==> src/rtl/tick_sched_pkg.sv <==
// Shared types and helpers for the tick delay scheduler.
package tick_sched_pkg;

    typedef enum logic {IDLE, COUNT} sched_state_e;

    // Counter load value so that the tick lands exactly max(d,1) cycles after accept.
    function automatic int unsigned clamp_delay(input int unsigned d);
        return (d == 0) ? 0 : d - 1;
    endfunction

endpackage

==> src/rtl/rr_arbiter.sv <==
// Combinational round-robin arbiter: grants the first request at or after ptr_i.
module rr_arbiter #(
    parameter int unsigned N    = 4,
    parameter int unsigned IdxW = $clog2(N)
) (
    input  logic [N-1:0]    req_i,
    input  logic [IdxW-1:0] ptr_i,
    input  logic            enable_i,
    output logic [N-1:0]    grant_o,
    output logic [IdxW-1:0] grant_idx_o,
    output logic            any_o
);

    always_comb begin
        logic found;
        found       = 1'b0;
        grant_o     = '0;
        grant_idx_o = '0;
        for (int unsigned i = 0; i < N; i++) begin
            int unsigned k;
            k = (32'(ptr_i) + i) % N;
            if (enable_i && req_i[k] && !found) begin
                found       = 1'b1;
                grant_o[k]  = 1'b1;
                grant_idx_o = IdxW'(k);
            end
        end
        any_o = found;
    end

endmodule

==> src/rtl/tick_delay_scheduler.sv <==
// One shared delay timer serving NUM_REQ requesters; emits a tagged one-cycle tick
// max(D,1) cycles after each accepted request.
module tick_delay_scheduler
    import tick_sched_pkg::*;
#(
    parameter int unsigned NUM_REQ = 4,
    parameter int unsigned DELAY_W = 9,
    parameter int unsigned ID_W    = $clog2(NUM_REQ)
) (
    input  logic                       clk_i,
    input  logic                       reset_ni,
    input  logic [NUM_REQ-1:0]         req_valid_i,
    input  logic [NUM_REQ*DELAY_W-1:0] req_delay_i,
    output logic [NUM_REQ-1:0]         req_ready_o,
    input  logic                       cancel_i,
    output logic                       busy_o,
    output logic                       tick_o,
    output logic [ID_W-1:0]            tick_id_o
);

    sched_state_e        state_q, state_d;
    logic [DELAY_W-1:0]  cnt_q, cnt_d;
    logic [ID_W-1:0]     id_q, id_d;
    logic [ID_W-1:0]     rr_ptr_q, rr_ptr_d;

    logic                fire;
    logic                accept_win;
    logic [NUM_REQ-1:0]  grant;
    logic [ID_W-1:0]     grant_idx;
    logic                grant_any;
    logic [DELAY_W-1:0]  sel_delay;

    assign fire = (state_q == COUNT) && (cnt_q == '0);
    // Reset gating keeps req_ready_o low while the block is held in reset.
    assign accept_win = reset_ni && ((state_q == IDLE) || (fire && !cancel_i));

    rr_arbiter #(
        .N    (NUM_REQ),
        .IdxW (ID_W)
    ) u_arb (
        .req_i       (req_valid_i),
        .ptr_i       (rr_ptr_q),
        .enable_i    (accept_win),
        .grant_o     (grant),
        .grant_idx_o (grant_idx),
        .any_o       (grant_any)
    );

    assign sel_delay = req_delay_i[32'(grant_idx) * DELAY_W +: DELAY_W];

    always_comb begin
        state_d  = state_q;
        cnt_d    = cnt_q;
        id_d     = id_q;
        rr_ptr_d = rr_ptr_q;
        if (grant_any) begin
            state_d  = COUNT;
            cnt_d    = DELAY_W'(clamp_delay(32'(sel_delay)));
            id_d     = grant_idx;
            rr_ptr_d = ID_W'((32'(grant_idx) + 1) % NUM_REQ);
        end else if (state_q == COUNT) begin
            if (fire || cancel_i) begin
                state_d = IDLE;
                cnt_d   = '0;
            end else begin
                cnt_d = cnt_q - 1'b1;
            end
        end
    end

    always_ff @(posedge clk_i or negedge reset_ni) begin
        if (!reset_ni) begin
            state_q  <= IDLE;
            cnt_q    <= '0;
            id_q     <= '0;
            rr_ptr_q <= '0;
        end else begin
            state_q  <= state_d;
            cnt_q    <= cnt_d;
            id_q     <= id_d;
            rr_ptr_q <= rr_ptr_d;
        end
    end

    assign req_ready_o = grant;
    assign busy_o      = (state_q == COUNT);
    assign tick_o      = fire;
    assign tick_id_o   = id_q;

endmodule

==> config.mk <==
export PLATFORM = sky130hd
export DESIGN_NAME = tick_delay_scheduler
export DESIGN_NICKNAME = d
export VERILOG_FILES = /design/src/rtl/tick_sched_pkg.sv /design/src/rtl/rr_arbiter.sv /design/src/rtl/tick_delay_scheduler.sv
export SDC_FILE = /design/constraint.sdc
export NUM_CORES = 1
export LEC_CHECK = 0
export CAP_MARGIN = 20
export CORE_AREA = 4 4 52 100
export CTS_CLUSTER_DIAMETER = 120
export CTS_CLUSTER_SIZE = 8
export DETAILED_ROUTE_END_ITERATION = 6
export DIE_AREA = 0 0 56 104
export HOLD_SLACK_MARGIN = 0.1
export MAX_ROUTING_LAYER = met4
export PLACE_DENSITY = 0.77
export SYNTH_ARGS = -nofsm -noshare
export SYNTH_HDL_FRONTEND = slang
export SYNTH_SLANG_ARGS = --single-unit
==> constraint.sdc <==
create_clock -name clk_i -period 4.17 [get_ports clk_i]
set_input_delay 1.0425 -clock clk_i [delete_from_list [all_inputs] [get_ports clk_i]]
set_output_delay 1.0425 -clock clk_i [all_outputs]
set_load 0.02 [all_outputs]
Word level (Yosys, flattened, before mapping)
Cells that the tools add are included.
{"block": "word_totals", "register_bits": 14, "output_inout_bits": 8, "elab_cells": 82, "input_bits": 43}
{"block": "classes", "n_mux": 35, "order_cmp": 8, "n_mul": 1, "bitwise_logic": 4, "shifts": 1, "n_reduce_logical": 23, "n_addsub": 6}
{"operator": "9-bit two-way mux", "n": 4}
{"operator": "36-bit by 7-bit indexed part select with 9-bit output", "n": 1}
{"operator": "9-bit logical NOT", "n": 2}
{"operator": "9-bit by 1-bit subtractor with 9-bit output, second input constant", "n": 2}
{"operator": "4-bit two-way mux", "n": 4}
{"operator": "1-bit two-way mux", "n": 15}
{"operator": "1-bit logical AND", "n": 14}
{"operator": "2-bit by 3-bit < comparator with 1-bit output, second input constant", "n": 4}
{"operator": "4-bit bitwise OR", "n": 3}
{"operator": "1-bit binary-select mux with 2-bit select", "n": 4}
{"operator": "1-bit demux with 2-bit select", "n": 4}
{"operator": "2-bit by 1-bit greater-or-equal comparator with 1-bit output, second input constant", "n": 4}
{"operator": "2-bit two-way mux", "n": 4}
{"operator": "2-bit by 4-bit multiplier with 6-bit output, second input constant", "n": 1}
{"operator": "2-bit by 1-bit adder with 2-bit output, second input constant", "n": 2}
{"operator": "2-bit adder, second input constant", "n": 2}
{"operator": "1-bit logical NOT", "n": 4}
{"operator": "1-bit logical OR", "n": 2}
{"operator": "2-bit nonzero test", "n": 1}
{"operator": "1-bit NOT", "n": 1}

Logic depth before layout (Yosys ltp)
Gate-level depths: netlist of the first run.
{"block": "depth", "depth_word": 21, "ltp_mapped": 17, "depth_no_buf": 13}

Hierarchy
From an unflattened synthesis of the first run, not the netlist that was laid out.
{"block": "hier_totals", "cells_unflattened": 187, "area_unflattened_um2": 1815.5}
{"mod": "tick_delay_scheduler", "seq_area_each_um2": 350.3, "cells_per_inst": 125, "area_per_inst_um2": 1307.5, "instances": 1}
{"mod": "rr_arbiter", "seq_area_each_um2": 0.0, "cells_per_inst": 62, "area_per_inst_um2": 508.0, "instances": 1}

Worst setup path before layout of the first run
OpenSTA, ideal clock, no wires.
{"block": "synth_path", "path_type": "reg2reg", "start": "reg rr_ptr_q[0]", "end": "reg cnt_q[2]", "arrival_time_ns": 4.212, "path_stages_with_launch": 18, "synth_period_minus_slack_ns": 4.357, "setup_ns": 0.145, "setup_slack_ns": -0.187, "path_buffers": 4, "required_time_ns": 4.025, "path_cell_list": "dfrtp_1 -> buf_2 -> clkbuf_1 -> inv_1 -> ha_1 -> clkbuf_1 -> and3b_1 -> o21ai_0 -> a31oi_4 -> mux2i_4 -> buf_2 -> mux2i_1 -> mux2i_1 -> inv_1 -> ha_1 -> nand2_1 -> o41ai_4 -> o221ai_2"}
{"block": "synth_between", "elab_chain_cells": 18, "elab_cells_between_ends": 36, "cone_classes": "4 x add/sub; 1 x mul; 1 x shift; 18 x mux; 12 x reduce/logical"}
{"item": "from (decl)", "line": "tick_delay_scheduler.sv:24", "source": "logic [ID_W-1:0] rr_ptr_q, rr_ptr_d;"}
{"item": "from (signal assigned)", "line": "tick_delay_scheduler.sv:81", "source": "rr_ptr_q <= rr_ptr_d;"}
{"item": "branches (longest 18 deep; another with 2-bit by 1-bit adder with 2-bit output)"}
{"item": "to (signal assigned)", "line": "tick_delay_scheduler.sv:79", "source": "cnt_q <= cnt_d;"}
{"item": "to (decl)", "line": "tick_delay_scheduler.sv:22", "source": "logic [DELAY_W-1:0] cnt_q, cnt_d;"}
Several ways; the timed one is not identified. The select of a mux whose other input is x is not followed.
A chain may end at the register's enable or synchronous reset.

Final worst setup path of the first run
{"block": "layout_path", "start": "in req_valid_i[1]", "end": "out req_ready_o[0]"}
{"block": "layout_between", "elab_chain_cells": 13, "elab_cells_between_ends": 28, "cone_classes": "15 x mux; 3 x bitwise; 10 x reduce/logical"}
{"item": "from (decl)", "line": "tick_delay_scheduler.sv:12", "source": "input logic [NUM_REQ-1:0] req_valid_i,"}
{"item": "1-bit binary-select mux with 2-bit select", "line": "rr_arbiter.sv:22", "source": "if (enable_i && req_i[k] && !found) begin"}
{"item": "1-bit two-way mux (implied by the code)", "line": "rr_arbiter.sv:22"}
{"item": "1-bit logical AND", "line": "rr_arbiter.sv:22"}
{"item": "1-bit two-way mux", "line": "rr_arbiter.sv:22"}
{"item": "1-bit logical NOT", "line": "rr_arbiter.sv:22"}
{"item": "1-bit logical AND", "line": "rr_arbiter.sv:22"}
{"item": "1-bit two-way mux", "line": "rr_arbiter.sv:22"}
{"item": "1-bit logical NOT", "line": "rr_arbiter.sv:22"}
{"item": "1-bit logical AND", "line": "rr_arbiter.sv:22"}
{"item": "1-bit two-way mux", "line": "rr_arbiter.sv:22"}
{"item": "1-bit logical NOT", "line": "rr_arbiter.sv:22"}
{"item": "1-bit logical AND", "line": "rr_arbiter.sv:22"}
{"item": "4-bit two-way mux *", "line": "rr_arbiter.sv:22"}
{"item": "to (decl)", "line": "tick_delay_scheduler.sv:14", "source": "output logic [NUM_REQ-1:0] req_ready_o,"}
Mark *: on every way between the ends. The rest lies on a longest branch, timed or not. The select of a mux whose other input is x is not followed.

==> results of run 1 <==
-- layer usage --
layer	wire length [µm]	up-vias	global-route usage, %
met3	226	30	1.61
li1	-	1071	-
met5	0	-	-
met4	320	0	11.2
met1	2020	1095	19.2
met2	3760	77	44.1
-- layout make-up --
type / instances / area share (%)
clock buffer: 4 / 1.86
inverter: 9 / 1.14
multi-input combinational: 201 / 51.6
sequential: 14 / 11.8
tap: 54 / 2.28
timing repair buffer: 104 / 31.3
-- tightest hold or removal path, stage by stage, from the launching register on --
cell and delay, ps:
dfrtp_1 340, nand2_1 50, nand2_1 60
-- power by group through the flow --
stage	registers [W]	logic [W]	clock network [W]
global placement	0.000259	0.00141	0
CTS	0.000259	0.00148	0.000129
finish	0.000261	0.00150	0.000129
floorplan	0.000263	0.000898	0
detailed placement	0.000260	0.00144	0
global route	0.000271	0.00163	0.000136
-- cells in the mapped netlist, types with 2 or more instances --
library cell	count	area [µm²]
nand2_1	30	113
mux2i_1	24	240
nor2_1	17	63.8
dfrtp_1	14	350
a21oi_1	12	60.1
inv_1	9	33.8
nand3_1	9	45.0
o21ai_0	9	45.0
clkbuf_1	8	30.0
ha_1	7	87.6
nor2b_1	7	43.8
nor3_1	7	35.0
mux2_2	5	56.3
o21ai_1	5	25.0
a222oi_1	4	40.0
buf_2	4	20.0
nand3b_1	4	30.0
nor4_1	4	25.0
xor2_1	4	35.0
o22ai_1	3	18.8
or2_2	3	18.8
xnor2_1	3	26.3
a211oi_1	2	15.0
a22o_1	2	17.5
a31oi_1	2	12.5
and3b_1	2	17.5
mux4_2	2	45.0
nand2b_1	2	12.5
o221ai_2	2	30.0
or3b_2	2	17.5
-- logic make-up (layout without fill, tap and decap cells) --
kind of cell	Yosys count	in the layout
xor+xnor	7	7
simple gates	97	97
flops	14	14
compound gates	58	58
mux	32	32
fa+ha+maj	7	7
buf+inv	22	117
-- final timing paths --
path / end / slack (ps) / depth (start not counted)
max reg2reg: cnt_q[2] / 430 / 15
max: req_ready_o[0] / 190 / 7
min reg2reg: tick_id_o[0] / 480 / 2
max in group asynchronous: rr_ptr_q[0] / 3180 / 2
min in group asynchronous: tick_id_o[1] / 790 / 2
min: tick_id_o[0] / 480 / 2
-- what timing repair did --
action | 4_1_cts | 5_1_grt
gates resized for setup | 12 | 12
gates cloned | 0 | 0
pin swaps | 1 | 5
endpoints found under the setup margin | 13 | 13
buffers inserted | 2 | 1
-- placed cells by master (no fill, tap or decap), types with 2 or more instances in the layout --
cell             synthesis  final
a211oi_1                 2      2
a21oi_1                 12     12
a222oi_1                 4      4
a22o_1                   2      2
a31oi_1                  2      2
and3b_1                  2      2
buf_4                    0     50
buf_6                    1      3
clkbuf_8                 0      4
clkdlybuf4s50_1          0     41
dfrtp_1                 14     14
dlygate4sd2_1            0      4
dlymetal6s2s_1           0      3
ha_1                     7      7
inv_1                    9      9
mux2_2                   5      5
mux2i_1                 24     24
mux4_2                   2      2
nand2_1                 30     30
nand2b_1                 2      2
nand3_1                  9      9
nand3b_1                 4      4
nor2_1                  17     16
nor2b_1                  7      5
nor2b_4                  1      2
nor3_1                   7      6
nor3_2                   1      2
nor4_1                   4      4
o21ai_0                  9      8
o21ai_1                  5      6
o221ai_2                 2      2
o22ai_1                  3      2
or2_2                    3      3
xnor2_1                  3      3
xor2_1                   4      4
-- state kept, by name (all words and copies together), names as in the netlist --
name	flops
busy_o	1
cnt_q	9
rr_ptr_q	2
tick_id_o	2
-- per-stage QoR --
step                      total power, W  setup TNS [ps]  hold slack, ps
after floorplan                  0.00116               0             471
after global placement           0.00167           -4090             464
after detailed placement         0.00170           -4730             472
after CTS                        0.00187               0             484
after global routing             0.00203               0             520
final                            0.00189               0             485
==> results.cfg, run 1 <==
[run_status]
status = finished clean

[route]
ant_nets = 0
wl_um = 6320
vias = 2273
first_pass_iters = 4
dr.first_iter.drc_count = 101
wl_per_cell_um = 16.4
drc = 0
avgViaCountPerCell = 5.89

[layout]
n_antenna_cell = 0
final_util_pct = 66.9
multiInputGateArea_um2 = 1530
drive_gt1_share_pct = 26.8
regArea_um2 = 350
fin_cells = 386
area_growth_pct = 53.9
layout.nets = 383
nFillCells = 382
fin_area_um2 = 2960

[placed_design]
dp.cells = 379
place_area_um2 = 2820
place_congestion = 0.908
dpl.hpwl_um = 5140
numPortBuffers = 50
dp_slack_ps = -403

[clock_network]
clk_path_buf_depth = 2
cts_buffers = 3
cts_max_level = 1
cts_tree = yes
cts_hold_repair.buffers = 0
clk_pin_slew_ps = 60
insertion_delay_ps = 240
cts_sinks = 14
cts-root-buf = clkbuf_8

[yosys]
synth_enable_flop_cells = 0
synth.distinct_cells = 59
synth_compound_area_share_pct = 23.3
synth_flop_cell = dfrtp_1
synth_top_family_by_area = simple AND/OR/NAND/NOR gates
syn_avg_cell_area_um2 = 8.11
synthCells = 237
synth.net_count = 287
ys_warn_count = 0
synth_fa_ha_area_share_pct = 4.55
synth-xor-area-share_pct = 3.19
synthMuxAreaShare_pct = 18.9
synthArstFlopShare_pct = 100
ys_ff_latch = 14
synth-simple-area-share_pct = 26.9
synth_area_um2 = 1920
yosysSeqAreaShare_pct = 18.2

[critical_path]
crit_top_cell = dlygate4sd2_1
r2r-start = cnt_q[5]
crit_start = req_valid_i[1]
crit_type = in -> out
path_buf_inv = 3
worstPathArrival_ps = 2940
worstPathRequired_ps = 3130
cp_cell_sequence = dlygate4sd2_1, mux4_2, buf_4, nor2b_1, a222oi_1, nand2_1, dlygate4sd2_1
worst_path_max_delay_cell = mux4_2
start_kind = primary input
critPathMaxStageDelay_ps = 530
crit_family = buffers and inverters
end_kind = primary output
worstPathMaxFanout = 5

[sta]
fmax_ghz = 0.251
skew_ps = 1.28
setup_viol = 0
rsz0062_at_grt = no
max_slew_margin_pct = 48.7
hold_violations = 0
period_minus_slack_ps = 3980
tightest_slew_ps = 763
fin_crit_sh_pct = 95.5
worst_slack_ps = 187
slew_viol_final = 0

[global_route]
grt_pass1_wl_um = 10200
first_global_vias = 2350
antenna_found_initial = 0
track_usage_pct = 22.0
grt_max_degree = 26
grt_overflow = 0

[floorplan]
die_area_um2 = 5820
dieHeight_um = 104
start_util_pct = 43.5
core_um2 = 4420
placementRows = 34
die_w_um = 56
io_pins = 51

[power_and_ir_drop]
power_frac_seq_pct = 13.8
power.internal_w = 0.00101
switchingPower_w = 0.000884
clkPwrFrac_pct = 6.8
peakVddDrop_uv = 460
p_comb_share_pct = 79.4
p_per_area_nw_per_um2 = 639
sw_frac_of_total_pct = 46.7
p_leak_nw = 1.38

[min_path]
hp-class = reg -> reg
min-delay-start = tick_id_o[0]

[run]
drv_cap = 0
Power figures use the tool's default switching activity.
==> run 2, diff against run 1 <==
--- a/config.mk
+++ b/config.mk
@@ -6,14 +6,15 @@
 export NUM_CORES = 1
 export LEC_CHECK = 0
 export CAP_MARGIN = 20
-export CORE_AREA = 4 4 52 100
+export CORE_AREA = 4 4 49 95
 export CTS_CLUSTER_DIAMETER = 120
 export CTS_CLUSTER_SIZE = 8
 export DETAILED_ROUTE_END_ITERATION = 6
-export DIE_AREA = 0 0 56 104
+export DIE_AREA = 0 0 53 99
 export HOLD_SLACK_MARGIN = 0.1
 export MAX_ROUTING_LAYER = met4
-export PLACE_DENSITY = 0.77
+export PLACE_DENSITY = 0.82
+export SLEW_MARGIN = 0
 export SYNTH_ARGS = -nofsm -noshare
 export SYNTH_HDL_FRONTEND = slang
 export SYNTH_SLANG_ARGS = --single-unit
==> constraint.sdc (replaced) <==
create_clock -name clk_i -period 3.89 [get_ports clk_i]
set_input_delay 0.9725 -clock clk_i [delete_from_list [all_inputs] [get_ports clk_i]]
set_output_delay 0.9725 -clock clk_i [all_outputs]
set_load 0.02 [all_outputs]
==> results.cfg, run 2 (synthesis results as in run 1) <==
[clock_network]
cts_max_level = 1
insertion_delay_ps = 250
cts_tree = yes
cts-root-buf = clkbuf_8
cts_sinks = 14
clk_path_buf_depth = 2
clk_pin_slew_ps = 60
cts_hold_repair.buffers = 0
cts_buffers = 3

[floorplan]
placementRows = 32
io_pins = 51
dieHeight_um = 99
die_w_um = 53
core_um2 = 3880
start_util_pct = 49.5
die_area_um2 = 5250

[layout]
layout.nets = 384
n_antenna_cell = 0
fin_area_um2 = 3020
regMostFlops = cnt_q
layout_commonest_cell = buf_4
mostFrequentLayoutCells = buf_4, clkdlybuf4s50_1, nand2_1
largest_reg_flops = 9
area_growth_pct = 57.0
drive_gt1_share_pct = 30.9

[sta]
hold_ws_ps = 470
skew_ps = 3.02
max_slew_margin_pct = 52.5
setup_viol = 0
fin_setup_tns_ps = 0
fin_crit_sh_pct = 99.1
tightest_slew_ps = 710
period_minus_slack_ps = 3860
hold_violations = 0
fmax_ghz = 0.259
slew_viol_final = 0
worst_slack_ps = 33.3
rsz0062_at_grt = yes

[placed_design]
place_area_um2 = 2810
dp_slack_ps = -543
numPortBuffers = 50
dpl.hpwl_um = 4860
place_congestion = 0.916

[critical_path]
reg2reg_depth = 15
crit_type = in -> reg
end_kind = register
worstPathMaxFanout = 8
worstPathArrival_ps = 3980
start_kind = primary input
worstPathRequired_ps = 4010

[route]
first_pass_iters = 4
drc = 0
dr.first_iter.drc_count = 72
vias = 2262
ant_nets = 0
wl_um = 6410
avgViaCountPerCell = 5.89
wl_per_cell_um = 16.7

[min_path]
hp-class = reg -> reg
hold_depth = 2

[power_and_ir_drop]
p_leak_nw = 1.36
p_per_area_nw_per_um2 = 715
peakVddDrop_uv = 514

[global_route]
grt_max_degree = 26
track_usage_pct = 24.6
grt_pass1_wl_um = 9650
antenna_found_initial = 0
grt_overflow = 0
first_global_vias = 2240

[run_status]
status = finished clean

[run]
drv_cap = 0
run 2: what timing repair did:
item,4_1_cts,5_1_grt
buffers inserted,7,4
gates resized for setup,17,34
endpoints found under the hold margin,0,0
pin swaps,4,6
gates cloned,0,0
endpoints found under the setup margin,13,13
run 2: through the flow:
step / power [W] / utilization (%) / instances
floorplan: 0.00129 / - / 237
global placement: 0.00179 / 72.3 / 369
detailed placement: 0.00183 / 72.3 / 369
CTS: 0.00203 / 75.2 / 380
global route: 0.00231 / 77.7 / 384
finish: 0.00216 / 77.7 / 384
run 2: path summary, 6_finish.rpt:
| kind | startpoint | end | slack (ps) |
|---|---|---|---|
| worst min-delay path | tick_id_o[1] | tick_id_o[1] | 470 |
| min in group asynchronous | reset_ni | cnt_q[1] | 720 |
| max in group asynchronous | reset_ni | rr_ptr_q[0] | 3000 |
| worst max-delay path | req_valid_i[2] | cnt_q[2] | 30 |
| worst max register to register | rr_ptr_q[0] | cnt_q[2] | 130 |
| worst min register to register | tick_id_o[1] | tick_id_o[1] | 470 |
run 2: power by group:
part	internal [W]	switching [W]	total, W	leakage, nW
Sequential	0.000214	0.0000645	0.000279	0.173
Clock	0.0000897	0.0000536	0.000143	0.0288
Combinational	0.000863	0.000874	0.00174	1.16
Total	0.00117	0.000992	0.00216	1.36
run 2: cell type report:
cell class | instances | area (µm²)
clock buffers | 4 | 55.1
fillers | 277 | 865
inverters | 9 | 33.8
multi-input cells | 201 | 1560
flip-flops and latches | 14 | 352
well taps | 51 | 63.8
repair buffers | 105 | 956
run 2: worst max-delay path, cell delays in order:
cell      delay (ps)
buf_8            100
mux4_2           500
buf_6            140
nor2b_4          120
nor4_4           370
buf_4            200
mux2i_1          190
a22o_1           180
mux2i_2          100
nor3_2           270
nand2_2          100
buf_6            130
o41ai_4          320
buf_6            180
o221ai_2          90
run 2: routing by layer:
metal	track usage, %	part of all wire [%]
met1	22.0	32
met2	48.1	60
met3	1.66	2.6
met4	11.6	5.1
met5	-	0
==> patch (config.mk and constraints of run 1) <==
`NUM_REQ`: 4 -> 2.
--- a/src/rtl/tick_delay_scheduler.sv
+++ b/src/rtl/tick_delay_scheduler.sv
@@ -3,7 +3,7 @@
 module tick_delay_scheduler
     import tick_sched_pkg::*;
 #(
-    parameter int unsigned NUM_REQ = 4,
+    parameter int unsigned NUM_REQ = 2,
     parameter int unsigned DELAY_W = 9,
     parameter int unsigned ID_W    = $clog2(NUM_REQ)
 ) (
Interface: changed (resized req_delay_i, req_ready_o, req_valid_i and tick_id_o); port bits go from 51 to 28. The function was not compared with the original's and may differ.
==> patch against run 1 <==
  * Synthesized cell count fell by 42%
  * Setup slack improved by 0.058 ns
  * Clock power about the same
  * Routed wire length shrank 48%
  * Core utilization fell by 31 points
  * Combinational power decreased by 81%
  * Register-to-register slack improved by 0.12 ns
  * Cell area fell by 46%
  * Power decreased by 66%
  * Sequential cell count fell by 2
  * Synthesized area decreased by 39%
  * Count of clock-buffer cells in the layout stayed put
  * Global-route usage down 10 points
==> patch: results (changes against run 1) <==
max-slew-margin-rel_pct: 51.5  # was 48.7%
slowest_stage: "clkdlybuf4s50_1"  # was mux4_2
worst_setup_slack_before_clock_tree_synthesis_ns: 0.177  # was -0.403 ns
cts_root_buffer: "clkbuf_8"  # unchanged
ys_top_cells_by_count: "nor2_1, a21oi_1, dfrtp_1"  # was nand2_1, mux2i_1, nor2_1
layout.nets: 199  # was 383
track_usage_pct: 11.8  # was 22.0%
synth_fp_nets: 164  # was 287
drt_pass1_iterations: 4  # unchanged
vias_in_the_first_global_route: 1190  # was 2350
dp.final_hpwl_um: 2820  # was 5140 um
cts_resized: 0  # was 12
critical_path.max_stage_delay_ns: 0.65  # was 0.53 ns
yosys.cell_types.count: 51  # was 59
run_status: "completed"  # unchanged
detailroute.wirelength.met3_um: 74  # was 226 um
route.layer.met1.wl_um: 1020  # was 2020 um
leakage_nw: 0.662  # was 1.38 nW
grt_max_degree: 15  # was 26
final_layout_size_suffix_gt1_share_pct: 14.5  # was 26.8%
worst_path_dominant_cell_family: "buffers and inverters"  # unchanged
n_fill_cell: 470  # was 382
drt_wl_total_um: 3280  # was 6320 um
port_buffers: 27  # was 50
via_per_inst: 5.34  # was 5.89
largest_register: "cnt_q"  # unchanged
cp.arrival_ns: 2.88  # was 2.94 ns
crit_path_max_fanout: 4  # was 5
drt_iter0_drc: 22  # was 101
met2RoutedLength_um: 2050  # was 3760 um
max-vdd-ir-drop_v: 0.000213  # was 0.000460 V
ys_seq_area_share_pct: 25.5  # was 18.2%
grt_pass1_wl_um: 5200  # was 10200 um
most_area_consuming_cells_after_synthesis: "dfrtp_1, a21oi_1, mux2i_1"  # was dfrtp_1, mux2i_1, nand2_1
place_congestion: 0.841  # was 0.908
number_of_setup_buffers_added_after_cts: 0  # was 2
flip_flop_count_of_the_largest_register_all_copies_and_words_added: 9  # unchanged
synth_async_sr_flop_share_pct: 100  # unchanged
worst_clock_skew_ns: 0.00103  # was 0.00128 ns
[patch: cell type report]
class                           instances  share of cell area (%)
Multi-Input combinational cell        119                    53.1
Sequential cell                        12                    18.8
Inverter                                5                    1.17
Tap cell                               54                    4.23
Timing Repair Buffer                   32                    19.2
Clock buffer                            4                    3.44
[patch: logic make-up after synthesis]
logic type	count (synthesis)	share of synthesized area (%)
AOI/OAI and AO/OA	39	26.9
xor gates and xnor gates	8	5.96
adders and majority gates	3	3.19
buffers and inverters	7	2.23
DFF	12	25.5
muxes	6	5.11
and+or+nand+nor	63	31.1
[patch: metrics by stage]
stage | util, % | std cells | cell area, sq um
detailed placement | 34.9 | 222 | 1540
global route | 36.1 | 226 | 1600
finish | 36.1 | 226 | 1600
global placement | 34.9 | 222 | 1540
CTS | 36.1 | 226 | 1600
floorplan | - | 138 | 1180
[patch: power by group]
group          switching (mW)  leakage (nW)  internal, mW
Sequential             0.0580         0.144         0.162
Clock                  0.0451        0.0288        0.0836
Combinational           0.148         0.489         0.140
Total                   0.252         0.662         0.386
[patch: metal layers]
metal	track usage (%)	up-vias
met2	24.6	30
li1	-	596
met4	7.47	0
met3	0.497	10
met1	8.88	571
met5	-	-
[patch: path summary, 6_finish.rpt]
path                           start              to  slack [ns]  cells past startpoint
max in group asynchronous   reset_ni        cnt_q[6]        2.84                      2
setup / recovery            cancel_i  req_ready_o[0]        0.25                      4
hold reg to reg            tick_id_o       tick_id_o        0.49                      2
hold / removal             tick_id_o       tick_id_o        0.49                      2
min in group asynchronous   reset_ni        rr_ptr_q        1.15                      2
setup reg to reg            cnt_q[0]        cnt_q[0]        0.55                     12
[patch: worst min-delay path, stage by stage, from the launching register on]
cell and delay, ns:
dfrtp_1 0.34, nor2_1 0.05, nor2_1 0.07
